===== src/rtl/my2_div_ctrl.sv =====
// Repeated-subtraction divider controller for the my2_fsm_dp datapath.
// Optional MY2_DIV_ZERO_DETECT_EN adds a b_zero input that short-circuits to an error completion.
module my2_div_ctrl #(
   parameter int QW       = 32,
   parameter int MAX_ITER = 65535
) (
   input  logic          CLK,
   input  logic          RST,
   input  logic          start,
`ifdef MY2_DIV_ZERO_DETECT_EN
   input  logic          b_zero,
`endif
   input  logic          x,
   output logic          s,
   output logic          we,
   output logic          busy,
   output logic          done,
   output logic          err,
   output logic [QW-1:0] quotient
);

   typedef enum logic [1:0] {IDLE, LOAD, ITER, DONE} state_t;

   localparam logic [QW-1:0] Q_ONE  = {{(QW-1){1'b0}}, 1'b1};
   localparam logic [QW-1:0] Q_LAST = QW'(MAX_ITER - 1);

   state_t state;
   logic   zero_req;

`ifdef MY2_DIV_ZERO_DETECT_EN
   assign zero_req = b_zero;
`else
   assign zero_req = 1'b0;
`endif

   // x is sampled half a cycle after the datapath's negedge write, so it is
   // stable across the ITER cycle and drives the commit directly.
   assign we = (state == LOAD) | ((state == ITER) & ~x);

   always_ff @(posedge CLK or posedge RST) begin
      if (RST) begin
         state    <= IDLE;
         s        <= 1'b0;
         busy     <= 1'b0;
         done     <= 1'b0;
         err      <= 1'b0;
         quotient <= '0;
      end else begin
         case (state)
            IDLE: begin
               if (start) begin
                  quotient <= '0;
                  err      <= 1'b0;
                  if (zero_req) begin
                     state <= DONE;
                     err   <= 1'b1;
                     done  <= 1'b1;
                     s     <= 1'b1;
                  end else begin
                     state <= LOAD;
                     busy  <= 1'b1;
                  end
               end
            end
            LOAD: begin
               state <= ITER;
               s     <= 1'b1;
            end
            ITER: begin
               if (!x) begin
                  quotient <= quotient + Q_ONE;
                  // Iteration cap doubles as the divide-by-zero escape.
                  if (quotient == Q_LAST) begin
                     err   <= 1'b1;
                     state <= DONE;
                     busy  <= 1'b0;
                     done  <= 1'b1;
                  end
               end else begin
                  state <= DONE;
                  busy  <= 1'b0;
                  done  <= 1'b1;
               end
            end
            DONE: begin
               state <= IDLE;
               done  <= 1'b0;
               s     <= 1'b0;
            end
            default: state <= IDLE;
         endcase
      end
   end

endmodule


===== config.mk =====
export PLATFORM = sky130hd
export DESIGN_NAME = my2_div_ctrl
export DESIGN_NICKNAME = d
export VERILOG_FILES = /design/src/rtl/my2_div_ctrl.sv
export SDC_FILE = /design/constraint.sdc
export NUM_CORES = 1
export LEC_CHECK = 0
export ABC_AREA = 0
export BUFFER_PORTS_ARGS = -buffer_cell sky130_fd_sc_hd__buf_2
export CAP_MARGIN = 10
export CORE_UTILIZATION = 55
export DETAILED_ROUTE_END_ITERATION = 16
export GPL_TIMING_DRIVEN = 0
export PLACE_DENSITY = 0.79
export SLEW_MARGIN = 30
export SYNTH_ARGS = -nofsm -noshare
export SYNTH_HDL_FRONTEND = slang
export SYNTH_SLANG_ARGS = --single-unit

===== constraint.sdc =====
create_clock -name CLK -period 3.07 [get_ports CLK]
set_clock_uncertainty 0.2 [all_clocks]
set_input_delay 0.614 -clock CLK [delete_from_list [all_inputs] [get_ports CLK]]
set_output_delay 0.614 -clock CLK [all_outputs]
set_load 0.01 [all_outputs]

Word-level counts from Yosys, hierarchy flattened
Cells that the tools add are included.
{"block": "totals", "register_bits": 38}
{"block": "op_classes", "add_sub_neg": 1, "eq_ne": 8, "muxes": 18, "bitwise": 3, "n_reduce_logical": 9}
{"operator": "$mux W32", "count": 2}
{"operator": "$pmux W32 S2", "count": 1}
{"operator": "$add A32 B1 Y32 const B", "count": 1}
{"operator": "$eq A32 B16 Y1 const B", "count": 1}
{"operator": "$pmux W1 S2", "count": 4}
{"operator": "$pmux W2 S4", "count": 1}
{"operator": "$mux W1", "count": 7}
{"operator": "$mux W2", "count": 3}
{"operator": "$reduce_and A3 Y1", "count": 2}
{"operator": "$reduce_bool A2 Y1", "count": 3}
{"operator": "$eq A2 B2 Y1 const B", "count": 2}
{"operator": "$ne A2 B2 Y1 const B", "count": 2}
{"operator": "$reduce_and A2 Y1", "count": 2}
{"operator": "$reduce_and A4 Y1", "count": 1}
{"operator": "$ne A3 B2 Y1 const B", "count": 1}
{"operator": "$eq A2 B1 Y1 const B", "count": 1}
{"operator": "$logic_not A2 Y1", "count": 1}
{"operator": "$ne A2 B1 Y1 const B", "count": 1}
{"operator": "$and A1 B1 Y1", "count": 1}
{"operator": "$not A1 Y1", "count": 1}
{"operator": "$or A1 B1 Y1", "count": 1}

Logic depth before layout (Yosys ltp)
{"block": "logic_depth", "word_depth": 4, "mapped_depth": 8, "depth_no_buf": 7}

Worst setup path before layout
OpenSTA, ideal clock, no wires.
{"block": "synth_timing", "path_type": "reg-to-reg", "startpoint": "register state[0]", "endpoint": "register quotient[31]", "arrival_ns": 1.984, "required_time_ns": 2.793, "slack_ns": 0.809, "path_stages_with_launch": 9, "cell_sequence": "dfrtp_1 inv_1 ha_1 buf_2 o211ai_2 nor3_4 nand3_2 or4_1 a21oi_1"}
{"block": "synth_via", "elab_chain_len": 3}
{"element": "start, declared", "line": "27", "text": "state_t state;"}
{"element": "start signal, assigned", "line": "42", "text": "state <= IDLE;"}
{"element": "start signal, assigned", "line": "55", "text": "state <= DONE;"}
{"element": "start signal, assigned", "line": "60", "text": "state <= LOAD;"}
{"element": "$eq A2 B2 Y1 / $logic_not A2 Y1 (equally long branches)", "line": "49", "text": "case (state)"}
{"element": "$ne A2 B2 Y1 (no line) / $reduce_bool A2 Y1 (equally long branches)"}
{"element": "$reduce_and A3 Y1 (no line)"}
{"element": "end signal, assigned", "line": "71", "text": "quotient <= quotient + Q_ONE;"}
{"element": "end, declared", "line": "19", "text": "output logic [QW-1:0] quotient"}
Several ways; a longest one is shown, not always the timed one.
A chain may end at the register's enable or synchronous reset.

Worst setup path after layout
Ends and elaborated chain as after synthesis.

==> run metrics <==
status=complete, no violations; switching fraction of total power=34.6%; Peak Freq=approximately 380 MHz; largest net degree at the start of global routing=39; Slew Limit Fails=0; first-pass GRT wire length=between 8000 and 9000 um; root buf cell=clkbuf_8; Synth Area in Simple Gates=a little under a third; DR vias=about 1900; hpwl dp=between 3000 and 4000 um; Leak=1.20 nW; Syn Area/Cell=between 9 and 10 sq um; asr flop ratio synth=between 90% and 100%; die height=64.7 um; reg2reg path depth=8; PD cells=537 nW/um^2; r2r endpoint=quotient[31]; RR Startpoint=state[0]; clk sink count=38; synth-to-layout area growth=15.8%; switching pwr=~0.00047 W; Clock Latency Late Sink=a little under 300 ps; WL per Instance=between 15 and 20 um; post-synthesis net count=~240; Worst Setup SP=state[0]; RePlAce Congestion=around 0.90; postcts setup bufs=0; Worst setup EP type=register; Hold Crit Class=primary input to asynchronous set/reset pin; Yosys warning total=0; adder-cell share of the synthesized area=about 4.0%; Cell Area, Synth=approximately 2200 sq um; unrepaired setup endpoints after global routing=false; Post-synth EDFFs=0; Worst EP arrival=about 2700 ps; Seq/Total Area, Yosys=between 40% and 50%; Antenna Nets Post-Route=0; Final Setup Violations=0; complex-gate fraction of the synthesized area=~6.4%; CP Capture Point=quotient[31]; Routed WL=a little under 5000 um; initial antenna violation count=0; count of state elements after synthesis=38; TritonRoute pass-1 iters=4; IO Port Bufs=40; share of cells above drive strength 1=about 24%; row cnt=22; DRT iter0 DRCs=96; grt total ovfl=0; Die W=64.7 um; Nets=around 290; final core occ=67.4%; Initial Util=about three fifths; setup TNS=0 ps; Pint=0.000880 W; clock share of power=25.3%; CTS Buf Count=5; final worst path period need=around 2700 ps; Final Hold Violating Endpoints=0; die area=approximately 4200 sq um; Clock transition at path regs=about 70 ps; Tcrit/Tclk final=between 80 and 90%; count of unique library cells instantiated by Yosys=46; Synth Instances=about 230; mux contribution to synthesized area=about 1.0%; Crit Path Class=register to register; Setup crit start kind=register; Final Worst Setup Slack=418 ps; Logic pwr share=between 30% and 40%; Reg power frac=between 40 and 50%; Hold-fix buffers, CTS=0; relative slew slack=between 40% and 50%; largest family of logic cells by synthesized area=simple AND/OR/NAND/NOR gates; n_diodes=0; required time of the critical path=just over 3000 ps; core area=approximately 3700 sq um; Ports=slightly above 40; PostCTS Resize Cnt=0; CTS tree=done; worst-margin pin slew=approximately 770 ps; R2R setup slack=420 ps; # DRC=0; Max Cap Viol=0; Place WS=555 ps; xor and xnor area share after synthesis=under 10%; H-tree levels=2; Peak VDD IR=about 0.5 mV; Max Root-Sink Buffers=2; main flop type after synthesis=dfrtp_1; vias in the first global route=around 1700; Vias per Instance=5.86; GRT Total Usage=about a quarter; CP Max Fanout=10
## state kept, by name, summed over array words and instances (netlist names)
signal and flops:
done 1, err 1, quotient 32, busy 1
s 1, state 2
## layout make-up
cell class,count,area (sq um)
buffer,5,37.5
clock buffer,6,82.6
fill,319,1210
inverter,9,33.8
multi-input combinational,175,1140
sequential,38,951
tap,48,60.1
timing repair buffer,40,200
## layer usage
metal  wire [um]  track usage (%)
met3         248             7.39
met1        2260             33.6
met5           0                0
met4          68             10.3
met2        2320             40.4
## layout by cell type, fill, tap and decap left out, types with 2 or more instances in the layout
master and count:
nand2_1 20, xor2_1 14, nand4_1 13, buf_2 41, nor2_1 34, nor4_2 4
and3_1 3, o31ai_1 2, o21ai_0 3, nor4_1 2, dfrtp_1 38, o211ai_1 2
a21oi_1 4, xnor2_1 10, ha_1 7, and2_1 2, nand3_1 15, nand3_2 2
inv_1 8, clkbuf_1 2, nor3_1 7, or4_1 4, or3_1 4, clkbuf_8 7
and3_2 2, a31oi_1 2
## cell usage after synthesis, drive strengths merged, types with 2 or more instances
cell type	instances	share of area [%]
mux2	2	1.0
and3	5	1.6
or4	5	1.9
nor3	8	2.4
a21oi	4	0.93
nand4	13	3.8
nand2	21	3.8
nand3	17	4.4
dfrtp	38	44
inv	9	1.6
a31oi	2	0.58
xnor2	10	4.0
o21ai	4	0.92
or3	4	1.2
nor4	7	3.9
nor2	34	5.9
and2	3	0.93
clkbuf	3	0.98
buf	2	0.75
ha	7	4.0
o31ai	2	0.69
xor2	14	5.7
o211ai	3	1.3
## critical path: stages, from the launching register on
cell and delay (ps):
dfrtp_1 410, inv_1 130, ha_1 210, buf_2 240
o211ai_2 150, nor3_4 400, nand3_2 180, or4_1 490
a21oi_1 160
## how the worst min path moves through the flow
stage | slack [ps] | end | start | cells past startpoint
global placement | 280 | s | s | 2
finish | 250 | quotient[7] | RST | 2
global route | 310 | quotient[15] | RST | 2
floorplan | 310 | state[1] | state[1] | 1
detailed placement | 300 | err | err | 1
CTS | 280 | quotient[7] | RST | 2
## cells by family (layout without fill, tap and decap cells)
group / Yosys count / after routing
AO/OA/AOI/OAI: 20 / 20
adder cells (fa/ha/maj): 7 / 7
flip-flops: 38 / 38
AND/OR/NAND/NOR: 122 / 122
buffers and inverters: 14 / 60
multiplexers: 2 / 2
XOR/XNOR: 24 / 24
## through the flow
stage	area, sq um	hold slack (ps)	power, W	instances
5_1_grt	2510	307	0.00142	321
3_5_place_dp	2420	301	0.00100	315
4_1_cts	2510	282	0.00135	321
6_report	2510	254	0.00135	321
2_1_floorplan	2160	312	0.000880	227
3_3_place_gp	2420	279	0.000982	315
## power by group through the flow
stage / clock, W / sequential, W / combinational [W]
6_report: 0.000340 / 0.000594 / 0.000411
5_1_grt: 0.000368 / 0.000602 / 0.000455
4_1_cts: 0.000345 / 0.000594 / 0.000410
3_5_place_dp: 0 / 0.000602 / 0.000402
3_3_place_gp: 0 / 0.000601 / 0.000381
2_1_floorplan: 0 / 0.000613 / 0.000266
Power figures use the tool's default switching activity.
